==> src/rtl/vga_num_pkg.sv <==
// rtl/vga_num_pkg.sv - theme colours, glyph codes, segment decode and FSM states for vga_num_field
// Shared by bin2bcd_seq and vga_num_field.
package vga_num_pkg;

   localparam logic [11:0] THEME0_BG = 12'h000;
   localparam logic [11:0] THEME0_FG = 12'hFFF;
   localparam logic [11:0] THEME1_BG = 12'hFFF;
   localparam logic [11:0] THEME1_FG = 12'h000;
   localparam logic [11:0] THEME2_BG = 12'hE7D;
   localparam logic [11:0] THEME2_FG = 12'h8F0;

   localparam logic [3:0] GLYPH_DASH  = 4'd10;
   localparam logic [3:0] GLYPH_BLANK = 4'd15;

   typedef enum logic [1:0] {
      ST_IDLE  = 2'd0,
      ST_SHIFT = 2'd1,
      ST_PEND  = 2'd2
   } b2b_state_t;

   // bit n = seg n; seg7/seg8 are the middle joints, lit wherever a stroke passes the corner
   function automatic logic [8:0] code2seg(input logic [3:0] code);
      case (code)
         4'd0:    return 9'h1BF;
         4'd1:    return 9'h086;
         4'd2:    return 9'h1DB;
         4'd3:    return 9'h0CF;
         4'd4:    return 9'h1E6;
         4'd5:    return 9'h1ED;
         4'd6:    return 9'h1FD;
         4'd7:    return 9'h087;
         4'd8:    return 9'h1FF;
         4'd9:    return 9'h1EF;
         4'd10:   return 9'h1C0;
         default: return 9'h000;
      endcase
   endfunction

   function automatic logic [11:0] theme_bg(input logic [1:0] t);
      case (t)
         2'd1:    return THEME1_BG;
         2'd2:    return THEME2_BG;
         default: return THEME0_BG;
      endcase
   endfunction

   function automatic logic [11:0] theme_fg(input logic [1:0] t);
      case (t)
         2'd1:    return THEME1_FG;
         2'd2:    return THEME2_FG;
         default: return THEME0_FG;
      endcase
   endfunction

endpackage

==> src/rtl/bin2bcd_seq.sv <==
// rtl/bin2bcd_seq.sv - sequential double-dabble converter with valid/ready intake and frame-gated commit
// Carry out of the top nibble is kept sticky as the overflow flag.
module bin2bcd_seq
   import vga_num_pkg::*;
#(
   parameter int VALUE_W = 14,
   parameter int DIGITS  = 4
) (
   input  logic                  clk,
   input  logic                  rst_n,
   input  logic [VALUE_W-1:0]    value,
   input  logic                  value_vld,
   output logic                  value_rdy,
   input  logic                  frame_start,
   output logic [DIGITS*4-1:0]   bcd,
   output logic                  ovf,
   output logic                  commit
);

   localparam int CW = $clog2(VALUE_W + 1);

   b2b_state_t           state, state_nxt;
   logic [VALUE_W-1:0]   sr, sr_nxt;
   logic [DIGITS*4-1:0]  bcd_nxt, adj;
   logic                 ovf_nxt;
   logic [CW-1:0]        cnt, cnt_nxt;

   always_ff @(posedge clk or negedge rst_n) begin
      if (!rst_n) begin
         state <= ST_IDLE;
         sr    <= '0;
         bcd   <= '0;
         ovf   <= 1'b0;
         cnt   <= '0;
      end else begin
         state <= state_nxt;
         sr    <= sr_nxt;
         bcd   <= bcd_nxt;
         ovf   <= ovf_nxt;
         cnt   <= cnt_nxt;
      end
   end

   always_comb begin
      state_nxt = state;
      sr_nxt    = sr;
      bcd_nxt   = bcd;
      ovf_nxt   = ovf;
      cnt_nxt   = cnt;
      value_rdy = 1'b0;
      commit    = 1'b0;
      adj       = bcd;
      for (int k = 0; k < DIGITS; k++) begin
         if (bcd[k*4 +: 4] >= 4'd5) adj[k*4 +: 4] = bcd[k*4 +: 4] + 4'd3;
      end
      case (state)
         ST_IDLE: begin
            value_rdy = 1'b1;
            if (value_vld) begin
               sr_nxt    = value;
               bcd_nxt   = '0;
               ovf_nxt   = 1'b0;
               cnt_nxt   = '0;
               state_nxt = ST_SHIFT;
            end
         end
         ST_SHIFT: begin
            bcd_nxt = {adj[DIGITS*4-2:0], sr[VALUE_W-1]};
            ovf_nxt = ovf | adj[DIGITS*4-1];
            sr_nxt  = {sr[VALUE_W-2:0], 1'b0};
            cnt_nxt = cnt + 1'b1;
            if (cnt == CW'(VALUE_W - 1)) state_nxt = ST_PEND;
         end
         ST_PEND: begin
            if (frame_start) begin
               commit    = 1'b1;
               state_nxt = ST_IDLE;
            end
         end
         default: state_nxt = ST_IDLE;
      endcase
   end

endmodule

==> src/rtl/vga_num_field.sv <==
// rtl/vga_num_field.sv - right-aligned nine-segment decimal field overlaid on the VGA pixel stream
// Optional blink gating compiled in with VGA_NUM_BLINK_EN.
module vga_num_field
   import vga_num_pkg::*;
#(
   parameter int         DIGITS       = 4,
   parameter int         VALUE_W      = 14,
   parameter logic [9:0] X0           = 10'd16,
   parameter logic [9:0] Y0           = 10'd16,
   parameter int         SEG_LEN      = 16,
   parameter int         SEG_THK      = 4,
   parameter int         GAP          = 4,
   parameter int         BLINK_FRAMES = 30
) (
   input  logic               clk,
   input  logic               rst_n,
   input  logic [VALUE_W-1:0] value,
   input  logic               value_vld,
   output logic               value_rdy,
   input  logic               frame_start,
   input  logic [1:0]         theme,
   input  logic [9:0]         h_cnt,
   input  logic [9:0]         v_cnt,
`ifdef VGA_NUM_BLINK_EN
   input  logic               blink,
`endif
   output logic [11:0]        pixel,
   output logic               in_field
);

   localparam int CELL_W = SEG_LEN + 2*SEG_THK;
   localparam int CELL_H = 2*SEG_LEN + 3*SEG_THK;
   localparam int PITCH  = CELL_W + GAP;

   if (DIGITS < 1 || DIGITS > 8 || BLINK_FRAMES < 1) begin : g_param_chk
      $error("vga_num_field: parameter out of range");
   end

   logic [DIGITS*4-1:0] bcd, codes_nxt, disp;
   logic                ovf, commit, seen;

   bin2bcd_seq #(.VALUE_W(VALUE_W), .DIGITS(DIGITS)) u_b2b (
      .clk         (clk),
      .rst_n       (rst_n),
      .value       (value),
      .value_vld   (value_vld),
      .value_rdy   (value_rdy),
      .frame_start (frame_start),
      .bcd         (bcd),
      .ovf         (ovf),
      .commit      (commit)
   );

   // Leading-zero blanking walks from the most significant nibble down; nibble 0 always shows
   always_comb begin
      codes_nxt = '0;
      seen      = 1'b0;
      for (int k = DIGITS-1; k >= 0; k--) begin
         if (bcd[k*4 +: 4] != 4'd0) seen = 1'b1;
         if (ovf)                   codes_nxt[k*4 +: 4] = GLYPH_DASH;
         else if (seen || k == 0)   codes_nxt[k*4 +: 4] = bcd[k*4 +: 4];
         else                       codes_nxt[k*4 +: 4] = GLYPH_BLANK;
      end
   end

   always_ff @(posedge clk or negedge rst_n) begin
      if (!rst_n) begin
         for (int k = 0; k < DIGITS; k++) disp[k*4 +: 4] <= (k == 0) ? 4'd0 : GLYPH_BLANK;
      end else if (commit) begin
         disp <= codes_nxt;
      end
   end

   logic blank_lit;
`ifdef VGA_NUM_BLINK_EN
   localparam int BW = $clog2(BLINK_FRAMES + 1);
   logic [BW-1:0] blink_cnt;
   logic          blink_phase;

   always_ff @(posedge clk or negedge rst_n) begin
      if (!rst_n) begin
         blink_cnt   <= '0;
         blink_phase <= 1'b0;
      end else if (frame_start) begin
         if (blink_cnt == BW'(BLINK_FRAMES - 1)) begin
            blink_cnt   <= '0;
            blink_phase <= ~blink_phase;
         end else begin
            blink_cnt <= blink_cnt + 1'b1;
         end
      end
   end
   assign blank_lit = blink & blink_phase;
`else
   assign blank_lit = 1'b0;
`endif

   // Stage 1: locate the cell with one comparator pair per cell, leftmost cell is index 0
   int         hx, vy;
   logic       hit_c;
   logic [2:0] cell_c;
   logic [9:0] lx_c, ly_c;
   logic       s1_hit;
   logic [2:0] s1_cell;
   logic [9:0] s1_x, s1_y;

   always_comb begin
      hx     = int'(h_cnt);
      vy     = int'(v_cnt);
      hit_c  = 1'b0;
      cell_c = '0;
      lx_c   = '0;
      ly_c   = v_cnt - Y0;
      if (vy >= int'(Y0) && vy < int'(Y0) + CELL_H) begin
         for (int i = 0; i < DIGITS; i++) begin
            if (hx >= int'(X0) + i*PITCH && hx < int'(X0) + i*PITCH + CELL_W) begin
               hit_c  = 1'b1;
               cell_c = 3'(i);
               lx_c   = 10'(hx - int'(X0) - i*PITCH);
            end
         end
      end
   end

   always_ff @(posedge clk or negedge rst_n) begin
      if (!rst_n) begin
         s1_hit  <= 1'b0;
         s1_cell <= '0;
         s1_x    <= '0;
         s1_y    <= '0;
      end else begin
         s1_hit  <= hit_c;
         s1_cell <= cell_c;
         s1_x    <= lx_c;
         s1_y    <= ly_c;
      end
   end

   // Stage 2: segment hit test and theme colour
   int         lx, ly;
   logic [3:0] code_c;
   logic [8:0] segs;
   logic       left, right, centre, upper, lower, mid, lit;
   logic [11:0] pixel_nxt;

   always_comb begin
      lx     = int'(s1_x);
      ly     = int'(s1_y);
      code_c = disp[(DIGITS-1-int'(s1_cell))*4 +: 4];
      segs   = code2seg(code_c);
      left   = lx < SEG_THK;
      right  = lx >= SEG_THK + SEG_LEN;
      centre = !left && !right;
      upper  = ly < SEG_THK + SEG_LEN;
      lower  = ly >= 2*SEG_THK + SEG_LEN;
      mid    = !upper && !lower;
      lit    = (segs[0] && ly < SEG_THK) ||
               (segs[1] && right && upper) ||
               (segs[2] && right && lower) ||
               (segs[3] && ly >= CELL_H - SEG_THK) ||
               (segs[4] && left && lower) ||
               (segs[5] && left && upper) ||
               (segs[6] && centre && mid) ||
               (segs[7] && right && mid) ||
               (segs[8] && left && mid);
      pixel_nxt = (s1_hit && lit && !blank_lit) ? theme_fg(theme) : theme_bg(theme);
   end

   always_ff @(posedge clk or negedge rst_n) begin
      if (!rst_n) begin
         pixel    <= 12'h000;
         in_field <= 1'b0;
      end else begin
         pixel    <= pixel_nxt;
         in_field <= s1_hit;
      end
   end

endmodule

==> config.mk <==
export PLATFORM = sky130hd
export DESIGN_NAME = vga_num_field
export DESIGN_NICKNAME = d
export VERILOG_FILES = /design/src/rtl/vga_num_pkg.sv /design/src/rtl/bin2bcd_seq.sv /design/src/rtl/vga_num_field.sv
export SDC_FILE = /design/constraint.sdc
export NUM_CORES = 1
export LEC_CHECK = 0
export ABC_AREA = 1
export CORE_UTILIZATION = 51
export CTS_CLUSTER_DIAMETER = 200
export CTS_CLUSTER_SIZE = 25
export DETAILED_ROUTE_END_ITERATION = 7
export GPL_TIMING_DRIVEN = 0
export PLACE_DENSITY = 0.73
export SLEW_MARGIN = 30
export SYNTH_ARGS = -nofsm -noshare
export SYNTH_HDL_FRONTEND = slang
export SYNTH_SLANG_ARGS = --single-unit
export TNS_END_PERCENT = 50
==> constraint.sdc <==
create_clock -name clk -period 2.1 [get_ports clk]
set_input_delay 0.42 -clock clk [delete_from_list [all_inputs] [get_ports clk]]
set_output_delay 0.42 -clock clk [all_outputs]
set_load 0.01 [all_outputs]
==> summary.txt, run 1 <==
Status - finished, final reports clean
Crit-path cells - inv_2 -> nor2_1 -> inv_1 -> a32oi_2 -> buf_4 -> ha_4 -> nand3_1 -> nand3_1 -> nand3_1 -> nand2_1 -> nand2_2 -> o21ai_2 -> nand2_1 -> nand2_1
Syn avg cell area - 7.92 um2
Max_cap viols - 0
Power per cell area - 1100 mW/mm2
Top post-synthesis cells by area - dfrtp_1 35%, nand2_1 12%, ha_1 8.6%
Clk_lat worst skew - 0.35 ns
CP required - 2.38 ns
Drt pass-1 iters - 5
Max-slew violation count - 0
Area of the multi-input gates - 0.00241 mm2
Min Tclk post-route - 2.08 ns
Multiplexer area fraction after synthesis - 0.215%
Chip width - 97.5 um
Number of synthesized flops with an enable pin - 0
Critical Path End Type - flop
Total die area - 0.00950 mm2
CP Capture Point - pixel[8]
Worst IR Drop VDD - 0.000684 V
Worst hold path type - primary input to async pin
Clock transition at path regs - 0.09 ns
Min setup slack post-route - 0.0201 ns
Synth Area in Simple Gates - 21.8%
Clock Sinks - 77
Hold Slack - 0.0666 ns
Vias in the first global route - 4157
Critical path fanouts, max - 2
Largest family of logic cells by synthesized area - simple AND/OR/NAND/NOR gates
Maximum clock frequency - 481 MHz
First-pass GRT wire length - 17.7 mm
Sw Ratio - 39.2%
WP depth - 14
Reg2Reg Depth - 14
CTS Buf Count - 9
Max clock buf depth - 2
Drt initial violations - 138
CTS tree - built
Vias per inst - 5.41
Synth Area in XOR/XNOR - 2.83%
Routed WL - 10.2 mm
Worst r2r dst - pixel[8]
Share of cells above drive strength 1 - 14.5%
Std cell rows - 34
# diodes - 0
Global route total overflow - 0
Reg area - 0.00194 mm2
WP data arrival - 2.36 ns
Final period util - 99.0%
Final Power - 6.34 mW
Worst slew pin tran - 0.603 ns
Seq/Total Area, Yosys - 41.8%
Async set-reset flop share out of synthesis - 100%
Flop-to-flop setup slack - 0.02 ns
Int Pwr - 3.85 mW
Aggregate global-route resource usage - 22.6%
Max-slew headroom - 59.8%
Yosys warns - 0
Flops & latches, synth - 77
Reg power frac - 37.6%
CP peak stage delay - 0.53 ns
Initial antenna violation count - 0
Synth Net Count - 659
CP Class - flop to flop
Clock skew - 0.0183 ns
Ys flop type - dfrtp_1
Final setup vio count - 0
Final Hold Vio Count - 0
Post-synth cell types - 43
Synth area leader - dfrtp_1
Placed insts - 749
Startpoint Class - flop
Via count - 4163
RR Startpoint - disp[12]
Routed Antenna Nets - 0
Clock power share - 20.2%
Synth Area in Compound Gates - 14.9%
DP Wirelength - 7.48 mm
Max H-tree Level - 3
I/O Buffers - 53
Post-synth top area share - 35.0%
WL per Instance - 13.2 um
Adder-cell area share of the yosys netlist - 8.61%
Setup_tns - 0 ns
Psw - 2.49 mW
Critical path's slowest cell - dfstp_2
Worst Path Buf+Inv - 3
Count leader, synth - nand2_1
Area growth syn-to-layout - 24.0%
Die height - 97.5 um
Delay-heaviest family, CP - simple AND/OR/NAND/NOR gates
Filler Cells Inserted - 717
Pin count of the biggest net entering global routing - 49
Num ports - 54
# nets final - 728
Comb pwr share - 42.2%
Pre-CTS setup slack - -0.622 ns
Cell count after synthesis - 587
Root Buffer - clkbuf_8
Placer Congestion - 0.834
Most common library cells after synthesis - 144 x nand2_1, 89 x inv_1, 65 x dfrtp_1, 45 x o21ai_0, 40 x nand3_1
Starting density of the core - 53.1%
DRC Markers - 0
Leak - 2.82 nW
Final Non-Filler Cells - 769
Mapped Area - 0.00465 mm2
Core area - 0.00876 mm2
Unrepaired setup endpoints after global routing - yes
Crit path launch - disp[12]
==> cell type report <==
cell class                 count  share of cell area [%]
buffer                        17                    1.91
clock buffer                  11                    2.63
clock inverter                 5                    1.43
inverter                      93                    6.14
multi-input combinational    400                    41.7
sequential                    77                    33.7
tap                          108                    2.34
timing repair buffer          58                    10.1
==> registers in the layout, summed over array words and instances (netlist names), 2 cells and up <==
name	cells
s1_x	8
u_b2b.sr	14
pixel	4
s1_cell	2
u_b2b.bcd	16
u_b2b.cnt	4
s1_y	8
disp	16
u_b2b.state	2
==> what timing repair did <==
action,in CTS,in global routing
setup endpoints to repair,13,24
pin swaps,1,13
hold buffers,0,0
setup buffers,2,2
gates resized for setup,15,39
gates cloned,0,0
==> how the worst min path moves through the flow <==
stage | endpoint | startpoint | cells after the start
6_report | u_b2b.bcd[10] | rst_n | 1
2_1_floorplan | disp[0] | rst_n | 0
3_5_place_dp | in_field | s1_hit | 0
3_3_place_gp | in_field | s1_hit | 0
4_1_cts | u_b2b.bcd[10] | rst_n | 1
5_1_grt | u_b2b.bcd[9] | rst_n | 1
==> power groups by stage <==
stage	logic, mW	clock network (mW)	registers, mW
2_1_floorplan	1.81	0	2.30
3_3_place_gp	2.33	0	2.39
3_5_place_dp	2.44	0	2.40
4_1_cts	2.51	1.30	2.37
5_1_grt	3.05	1.36	2.45
6_report	2.67	1.28	2.38
==> through the flow <==
stage | area (um2) | utilization (%)
after floorplan | 4650 | -
after global placement | 5320 | 60.7
after detailed placement | 5330 | 60.9
after CTS | 5630 | 64.2
after global routing | 5770 | 65.8
final | 5770 | 65.8
==> cells by family (layout without fill, tap and decap cells) <==
logic type      after synthesis  after routing
simple gates                240            240
fa+ha+maj                    32             32
buf+inv                     110            184
mux                           1              1
flops                        77             77
compound gates              112            112
xor+xnor                     15             15
==> per-layer routing <==
metal	track usage [%]	vias up	part of all wire [%]	wire [um]
met3	3.24	17	4.3	437
met5	0	-	0	0
met1	27.8	1971	44	4490
li1	-	2051	-	-
met4	10.1	0	1.5	150
met2	39.3	124	50	5090
==> cell usage in the layout (no fill, tap or decap), drive strengths merged, types with 4 or more instances in the layout <==
cell           instances
a21oi                 20
a31oi                  5
xor2                  11
clkbuf                18
o21ai                 46
dfstp                 12
a32o                   4
nor2                  41
dfrtp                 65
inv                   93
a22oi                  9
o22ai                  7
nor3                   4
xnor2                  4
o32a                   6
o211ai                 6
nand2                145
buf                   16
clkdlybuf4s50         48
nand3                 42
ha                    32
Note: power is estimated with default switching activity, not from simulation.
==> run 2: changes to the inputs <==
Settings changed: CTS_CLUSTER_SIZE 25 to unset.
==> results of run 2 <==
Same layout as run 1: the final DEF is identical, and so are final timing and power.
==> run 3: changes to the inputs <==
Settings changed: CTS_CLUSTER_SIZE set to 40.
==> results of run 3 <==
Same layout as run 1: the final DEF is identical, and so are final timing and power.
